$ cat src/rtl/mult_pkg.sv
// Shared types and helpers for the sequential array multiplier.
package mult_pkg;

  typedef enum logic [1:0] {
    IDLE = 2'd0,
    BUSY = 2'd1,
    DONE = 2'd2
  } state_e;

  localparam int DEFAULT_WIDTH = 8;

  // Bits needed to index every multiplier bit; never less than one.
  function automatic int cnt_width(input int width);
    return (width <= 2) ? 1 : $clog2(width);
  endfunction

endpackage

$ cat src/rtl/pp_row_adder.sv
// One partial-product row: gates the multiplicand with the current
// multiplier bit and adds (or subtracts) it to the upper accumulator slice
// through a WIDTH+1-bit ripple chain.

module full_adder (
  input  logic a_i,
  input  logic b_i,
  input  logic c_i,
  output logic s_o,
  output logic c_o
);
  assign s_o = a_i ^ b_i ^ c_i;
  assign c_o = (a_i & b_i) | (a_i & c_i) | (b_i & c_i);
endmodule

module pp_row_adder #(
  parameter int WIDTH = 8
) (
  input  logic [WIDTH:0] acc_hi_i,  // upper accumulator slice, extended by one bit
  input  logic [WIDTH:0] row_i,     // multiplicand, extended by one bit
  input  logic           row_en_i,  // current multiplier bit
  input  logic           sub_i,     // subtract the row instead of adding it
  output logic [WIDTH:0] sum_o
);

  logic [WIDTH:0] gated;
  logic [WIDTH:0] operand;
  logic [WIDTH:0] carry;

  // Subtraction is two's complement: invert the gated row and inject a carry.
  always_comb begin
    gated   = row_en_i ? row_i : '0;
    operand = sub_i ? ~gated : gated;
  end

  assign carry[0] = sub_i;

  for (genvar i = 0; i < WIDTH; i++) begin : g_cell
    full_adder u_fa (
      .a_i (acc_hi_i[i]),
      .b_i (operand[i]),
      .c_i (carry[i]),
      .s_o (sum_o[i]),
      .c_o (carry[i+1])
    );
  end

  // The top cell's carry-out can never be significant, so only its sum is formed.
  assign sum_o[WIDTH] = acc_hi_i[WIDTH] ^ operand[WIDTH] ^ carry[WIDTH];

endmodule

$ cat src/rtl/seq_array_multiplier.sv
// Sequential shift-and-add multiplier: one partial-product row per clock,
// valid/ready on both sides, fixed latency of WIDTH cycles.
// Define MULT_SIGNED_EN for a two's-complement build (last row subtracts).
// The accumulator shifts right one bit per row so that a single WIDTH+1-bit
// row adder always works on the upper slice; after WIDTH rows it holds a*b.

module seq_array_multiplier
  import mult_pkg::*;
#(
  parameter int WIDTH = DEFAULT_WIDTH
) (
  input  logic                 clk,
  input  logic                 rst,
  input  logic                 in_valid,
  output logic                 in_ready,
  input  logic [WIDTH-1:0]     a,
  input  logic [WIDTH-1:0]     b,
  output logic                 out_valid,
  input  logic                 out_ready,
  output logic [2*WIDTH-1:0]   z
);

  localparam int CW = cnt_width(WIDTH);

  state_e               state_q, state_d;
  logic [CW-1:0]        cnt_q, cnt_d;
  logic [WIDTH-1:0]     mcand_q, mcand_d;
  logic [WIDTH-1:0]     mplier_q, mplier_d;
  logic [2*WIDTH-1:0]   acc_q, acc_d;
  logic [2*WIDTH-1:0]   z_q, z_d;

  logic                 last_row;
  logic                 acc_ext;
  logic                 row_ext;
  logic                 row_sub;
  logic [WIDTH:0]       row_sum;
  logic [2*WIDTH-1:0]   acc_shift;

  assign last_row = (cnt_q == CW'(WIDTH - 1));

`ifdef MULT_SIGNED_EN
  assign acc_ext = acc_q[2*WIDTH-1];
  assign row_ext = mcand_q[WIDTH-1];
  assign row_sub = last_row;
`else
  assign acc_ext = 1'b0;
  assign row_ext = 1'b0;
  assign row_sub = 1'b0;
`endif

  pp_row_adder #(.WIDTH(WIDTH)) u_row (
    .acc_hi_i ({acc_ext, acc_q[2*WIDTH-1:WIDTH]}),
    .row_i    ({row_ext, mcand_q}),
    .row_en_i (mplier_q[cnt_q]),
    .sub_i    (row_sub),
    .sum_o    (row_sum)
  );

  assign acc_shift = {row_sum, acc_q[WIDTH-1:1]};

  assign in_ready  = (state_q == IDLE) || ((state_q == DONE) && out_ready);
  assign out_valid = (state_q == DONE);
  assign z         = z_q;

  // Next-state, datapath updates and operand capture.
  always_comb begin
    // NOTE: every signal gets its hold value first so no path leaves it unassigned (no latch).
    state_d  = state_q;
    cnt_d    = cnt_q;
    mcand_d  = mcand_q;
    mplier_d = mplier_q;
    acc_d    = acc_q;
    z_d      = z_q;

    case (state_q)
      IDLE: ;
      BUSY: begin
        acc_d = acc_shift;
        cnt_d = cnt_q + CW'(1);
        if (last_row) begin
          z_d     = acc_shift;
          state_d = DONE;
        end
      end
      DONE: begin
        if (out_ready) state_d = IDLE;
      end
      default: state_d = IDLE;
    endcase

    // Accepting overrides the DONE->IDLE hand-off so both happen on one edge.
    if (in_valid && in_ready) begin
      mcand_d  = a;
      mplier_d = b;
      acc_d    = '0;
      cnt_d    = '0;
      state_d  = BUSY;
    end
  end

  // Control and result registers with synchronous reset.
  always_ff @(posedge clk) begin
    // NOTE: non-blocking assignments so every register samples pre-edge values.
    if (rst) begin
      state_q <= IDLE;
      cnt_q   <= '0;
      acc_q   <= '0;
      z_q     <= '0;
    end else begin
      state_q <= state_d;
      cnt_q   <= cnt_d;
      acc_q   <= acc_d;
      z_q     <= z_d;
    end
  end

  // Operand registers; loaded on every accept before they are read.
  always_ff @(posedge clk) begin
    // NOTE: no reset here, since the FSM never reads these outside BUSY.
    mcand_q  <= mcand_d;
    mplier_q <= mplier_d;
  end

endmodule

$ cat config.mk
export PLATFORM = sky130hd
export DESIGN_NAME = seq_array_multiplier
export DESIGN_NICKNAME = d
export VERILOG_FILES = /design/src/rtl/mult_pkg.sv /design/src/rtl/pp_row_adder.sv /design/src/rtl/seq_array_multiplier.sv
export SDC_FILE = /design/constraint.sdc
export NUM_CORES = 1
export LEC_CHECK = 0
export BUFFER_PORTS_ARGS = -buffer_cell sky130_fd_sc_hd__clkbuf_2
export CAP_MARGIN = 20
export CORE_MARGIN = 3
export CORE_UTILIZATION = 45
export CTS_CLUSTER_DIAMETER = 40
export CTS_CLUSTER_SIZE = 8
export DETAILED_ROUTE_END_ITERATION = 12
export HOLD_SLACK_MARGIN = 0.12
export PLACE_DENSITY = 0.66
export SLEW_MARGIN = 40
export SYNTH_ARGS = -nofsm -noshare
export SYNTH_HDL_FRONTEND = slang
export SYNTH_HIERARCHICAL = 1
export SYNTH_SLANG_ARGS = --single-unit
$ cat constraint.sdc
create_clock -name clk -period 11 [get_ports clk]
set_clock_uncertainty 0.15 [all_clocks]
set_input_delay 0.55 -clock clk [delete_from_list [all_inputs] [get_ports clk]]
set_output_delay 0.55 -clock clk [all_outputs]
set_load 0.01 [all_outputs]
[Word level (Yosys, flattened, before mapping)]
Cells that the tools add are included.
Operators by class
  add/sub/neg operators: 1
  $lt $le $gt $ge: 1
  eq/ne operators: 8
  multiplexer cells: 7
  bitwise gates (word level): 53
  reduce and logical (&&, ||, !) cells: 8
Operators with widths (count)
  $and A1 B1 Y1: 22
  $xor A1 B1 Y1: 15
  $or A1 B1 Y1: 14
  $mux W8: 1
  $pmux W2 S3: 1
  $reduce_and A3 Y1: 2
  $lt A3 B4 Y1 const B: 1
  $mux W2: 2
  $ne A2 B1 Y1 const B: 2
  $add A3 B1 Y3 const B: 1
  $bmux W1 S3: 1
  $eq A3 B3 Y1 const B: 1
  $ne A3 B1 Y1 const B: 1
  $ne A3 B3 Y1 const B: 1
  $eq A2 B1 Y1 const B: 1
  $eq A2 B2 Y1 const B: 1
  $logic_and A1 B1 Y1: 2
  $logic_not A2 Y1: 1
  $mux W1: 2
  $ne A2 B2 Y1 const B: 1
  $reduce_and A2 Y1: 1
  $reduce_or A2 Y1: 1
  $logic_or A1 B1 Y1: 1
  $not A1 Y1: 1
  $xor A1 B1 Y1 const A: 1
Word-level totals
  flip-flop bits (word level): 53
  bits of input ports: 20
  output and inout port bits: 18
  logic and storage cells: 85

[Depth between registers and ports, before layout]
  word-level depth: 26
  mapped depth: 17
  mapped depth without buffers: 16

[By module]
The synthesis kept the hierarchy.
Modules (own cells, without submodules)
  seq_array_multiplier: instances 1, cells an instance 185, area each 1893.1 um^2, sequential area each 1201.2 um^2
  full_adder: instances 8, cells an instance 1, area each 20.0 um^2, sequential area each 0.0 um^2
  pp_row_adder: instances 1, cells an instance 21, area each 151.4 um^2, sequential area each 0.0 um^2

[Worst setup path before layout]
OpenSTA, ideal clock, no wires.
  kind: reg2reg
  start: register cnt_q[0]
  end: register z_q[15] (netlist: z[15])
  setup time: 0.132 ns
  data arrival time: 4.982 ns
  required time: 10.718 ns
  path slack: 5.736 ns
  cell stages (with the launch flop): 18
  buffers on the path: 1
  clock period less this slack: 5.264 ns
  path through: dfxtp_1 > mux4_1 > mux2_2 > buf_2 > nand2_1 > xnor2_1 > fa_1 > fa_1 > fa_1 > fa_1 > fa_1 > fa_1 > fa_1 > fa_1 > xor2_1 > xnor3_1 > nand2_1 > a21oi_1
Between the ends
  longest elaborated chain between the ends: 26
  elaborated cells on any way between the ends: 42
  those cells by class: eq/ne (1); mux (3); bitwise (37); reduce/logical (1)
Ends and longest elaborated chain
  from (decl): line seq_array_multiplier.sv:26  | logic [CW-1:0] cnt_q, cnt_d;
  from (signal assigned): line seq_array_multiplier.sv:111  | cnt_q <= cnt_d;
  $bmux W1 S3 (*): line seq_array_multiplier.sv:54  | .row_en_i (mplier_q[cnt_q]),
  $mux W1 (implied by the code) (*): line seq_array_multiplier.sv:54
  $mux W8 (*): line pp_row_adder.sv:32  | gated = row_en_i ? row_i : '0;
  net u_row.operand[0]: line pp_row_adder.sv:27  | logic [WIDTH:0] operand;
  $and A1 B1 Y1 (*): line pp_row_adder.sv:13  | assign c_o = (a_i & b_i) | (a_i & c_i) | (b_i & c_i);
  net u_row.carry[1]: line pp_row_adder.sv:28  | logic [WIDTH:0] carry;
  $and A1 B1 Y1: line pp_row_adder.sv:13
  $or A1 B1 Y1: line pp_row_adder.sv:13
  [1 not listed]
  net u_row.carry[2]: line pp_row_adder.sv:28
  [3 not listed]
  net u_row.carry[3]: line pp_row_adder.sv:28
  [3 not listed]
  net u_row.carry[4]: line pp_row_adder.sv:28
  [3 not listed]
  net u_row.carry[5]: line pp_row_adder.sv:28
  [3 not listed]
  net u_row.carry[6]: line pp_row_adder.sv:28
  [2 not listed]
  $or A1 B1 Y1 (*): line pp_row_adder.sv:13
  net u_row.carry[7]: line pp_row_adder.sv:28
  $and A1 B1 Y1: line pp_row_adder.sv:13
  $or A1 B1 Y1: line pp_row_adder.sv:13
  $or A1 B1 Y1 (*): line pp_row_adder.sv:13
  net u_row.carry[8]: line pp_row_adder.sv:28
  $xor A1 B1 Y1 (*): line pp_row_adder.sv:49  | assign sum_o[WIDTH] = acc_hi_i[WIDTH] ^ operand[WIDTH] ^ carry[WIDTH];
  net row_sum[8]: line seq_array_multiplier.sv:36  | logic [WIDTH:0] row_sum;
  to (signal assigned): line seq_array_multiplier.sv:113  | z_q <= z_d;
  to (decl): line seq_array_multiplier.sv:30  | logic [2*WIDTH-1:0] z_q, z_d;
The timed path passes the listed nets; every way through them passes the cells marked *. The select of a mux whose other input is x is not followed.
A chain may end at the register's enable or synchronous reset.

[Final worst setup path]
Ends and elaborated chain as after synthesis.

==> impl_metrics.json <==
{
  "grt_use_met1_pct": 19.2,
  "vdd_drop_max_mv": 0.0686,
  "ant_nets": 0,
  "clk_pin_slew_ns": 0.10,
  "vias": 1467,
  "fin_nets": 279,
  "ys_ff_latch": 52,
  "place_inst": 307,
  "grt_start_max_net_pins": 20,
  "drv_slew": 0,
  "rows": 24,
  "viasPerCell": 4.66,
  "wl_per_cell_um": 11.6,
  "ys_seq_area_share_pct": 54.5,
  "leakage_nw": 0.966,
  "io_pins": 38,
  "ys.warnings.count": 6,
  "worst_slack_ns": 5.54,
  "swShare_pct": 25.8,
  "crit_arrival_ns": 5.51,
  "final_core_util_pct": 54.9,
  "design_area_sq_mm": 0.00249,
  "cap_violations": 0,
  "final_cell_mix": "nand2_1 (76), clkbuf_2 (37), dfxtp_1 (36)",
  "place.gp.congestion": 0.775,
  "syn_area_sq_mm": 0.00220,
  "critPathLaunchType": "flop",
  "grt_first_pass_wirelength_mm": 6.43,
  "path_cells": "mux4_1, mux2_2, nand2_1, xnor2_1, fa_1, fa_1, fa_1, fa_1, fa_1, fa_1, fa_1, fa_1, xor2_1, xnor3_1, nand2_1, a21oi_1",
  "fill_cells": 413,
  "cpMostUsedCell": "fa_1",
  "max_stage_delay_ns": 0.57,
  "ctsResizeCount": 0,
  "critPathTopFamily": "adder cells",
  "period_minus_slack_ns": 5.46,
  "syn_to_final_growth_pct": 12.9,
  "antenna_found_initial": 0,
  "grt_overflow": 0,
  "die_y_um": 76.0,
  "insertion_delay_ns": 0.31,
  "cts_tree": "yes",
  "synth_cell_type_count": 26,
  "syn_inst": 214,
  "hpwl_mm": 2.54,
  "clockPowerShare_pct": 31.0,
  "fin_cells": 315,
  "start_util_pct": 48.6,
  "crit_type": "reg2reg",
  "busiest_layer": "met2",
  "cts_hold_buf": 0,
  "critical_path.slowest_cell": "mux4_1",
  "drive_gt1_share_pct": 20.0,
  "setup_tns_ns": 0,
  "hold_class": "in2reg",
  "power_density_mw_per_mm2": 146,
  "place_area_sq_mm": 0.00239,
  "rsz0062_at_grt": "false",
  "grt_use_met3_pct": 4.14,
  "crit_buf_inv": 0,
  "seqPwrFrac_pct": 57.2,
  "dp_slack_ns": 5.56,
  "timing.final.crit_share_pct": 49.7,
  "detail_route.iter0.violations": 71,
  "grt_use_total_pct": 13.8,
  "drtPass1Iterations": 4,
  "diodes": 0,
  "end_kind": "flop",
  "core_area_sq_mm": 0.00453,
  "crit_fanout": 9,
  "combPwrFrac_pct": 11.9,
  "p_switching_uw": 93.9,
  "layout_commonest_cell": "nand2_1",
  "use_met2_pct": 20.6,
  "cp.required_ns": 11.04,
  "hold_viol_final": 0,
  "drc": 0,
  "cts_setup_buffers": 0,
  "die_w_um": 76.0,
  "cts.sinks": 52,
  "status": "complete, no violations",
  "io_buffer_count": 37,
  "dieArea_sq_mm": 0.00578,
  "worstMarginPinSlew_ns": 0.746,
  "grt_pass1_vias": 1376,
  "finalSetupViolCount": 0,
  "cts-root-buf": "clkbuf_8",
  "relSlewSlack_pct": 50.3,
  "ctsLongestPathBuffers": 2,
  "max_freq_mhz": 183,
  "wl_mm": 3.65,
  "h-tree-depth": 2,
  "cts_buffers": 5,
  "internal-power_uw": 270,
  "synth_area_per_cell_sq_um": 10.3
}
-- layer usage --
layer / wire, um / vias up
met2: 1550 / 38
li1: - / 769
met4: 62 / 0
met5: 0 / -
met3: 189 / 6
met1: 1840 / 654
-- cell families (layout without fill, tap and decap cells) --
logic type               after synthesis  in the layout  share of synthesized area [%]
XOR/XNOR                              11             11                           4.99
other                                  1              4                          0.170
buffers and inverters                 15             48                           4.65
AND/OR/NAND/NOR                       85             85                           15.6
AO/OA/AOI/OAI                         37             37                           8.80
multiplexers                           3              3                           2.89
adder cells (fa/ha/maj)               10             10                           8.40
flip-flops                            52             52                           54.5
-- state kept, by name (all words and copies together), names as in the netlist --
name      flops
acc_q        15
cnt_q         3
mcand_q       8
mplier_q      8
state_q       2
z            16
-- path summary, 6_finish.rpt --
path	from	to	slack [ns]	cells after the start
setup / recovery	cnt_q[0]$_SDFFE_PP0P_	z[15]$_SDFFE_PP0P_	5.54	16
hold / removal	b[2]	mplier_q[2]$_DFFE_PP_	0.26	1
setup reg to reg	cnt_q[0]$_SDFFE_PP0P_	z[15]$_SDFFE_PP0P_	5.54	16
hold reg to reg	z[12]$_SDFFE_PP0P_	z[12]$_SDFFE_PP0P_	0.31	2
-- synthesized netlist by cell type, drive strengths merged --
cell type,count,area (sq um)
buf,10,82.6
ha,2,25.0
xor2,1,8.76
nor2b,2,12.5
conb,1,3.75
a21oi,35,175
nand2b,2,12.5
inv,2,7.51
nor2,2,7.51
and3b,1,8.76
mux4,2,52.6
and3,1,6.26
edfxtp,16,480
dfxtp,36,721
nand3b,1,11.3
a31o,1,8.76
mux2,1,11.3
nand2,76,285
clkbuf,3,12.5
xnor3,1,22.5
fa,8,160
o21ba,1,10.0
xnor2,9,78.8
-- through the flow --
stage | hold slack, ns | power, mW
2_1_floorplan | 0.282 | 0.246
3_3_place_gp | 0.293 | 0.255
3_5_place_dp | 0.296 | 0.256
4_1_cts | 0.247 | 0.370
5_1_grt | 0.239 | 0.384
6_report | 0.262 | 0.364
-- power groups by stage --
| stage | combinational, mW | clock [mW] | sequential [mW] |
|---|---|---|---|
| after global routing | 0.0488 | 0.126 | 0.209 |
| after global placement | 0.0424 | 0 | 0.213 |
| final | 0.0433 | 0.113 | 0.208 |
| after floorplan | 0.0340 | 0 | 0.212 |
| after CTS | 0.0433 | 0.118 | 0.208 |
| after detailed placement | 0.0431 | 0 | 0.213 |
-- final cells by class --
cell class | count | area (sq um) | share of cell area [%]
Inverter | 2 | 7.51 | 0.302
Clock buffer | 5 | 68.8 | 2.76
Sequential cell | 52 | 1200 | 48.2
Clock inverter | 3 | 26.3 | 1.06
Tap cell | 65 | 81.3 | 3.27
Multi-Input combinational cell | 150 | 912 | 36.6
Timing Repair Buffer | 38 | 193 | 7.74
Power figures use the tool's default switching activity.
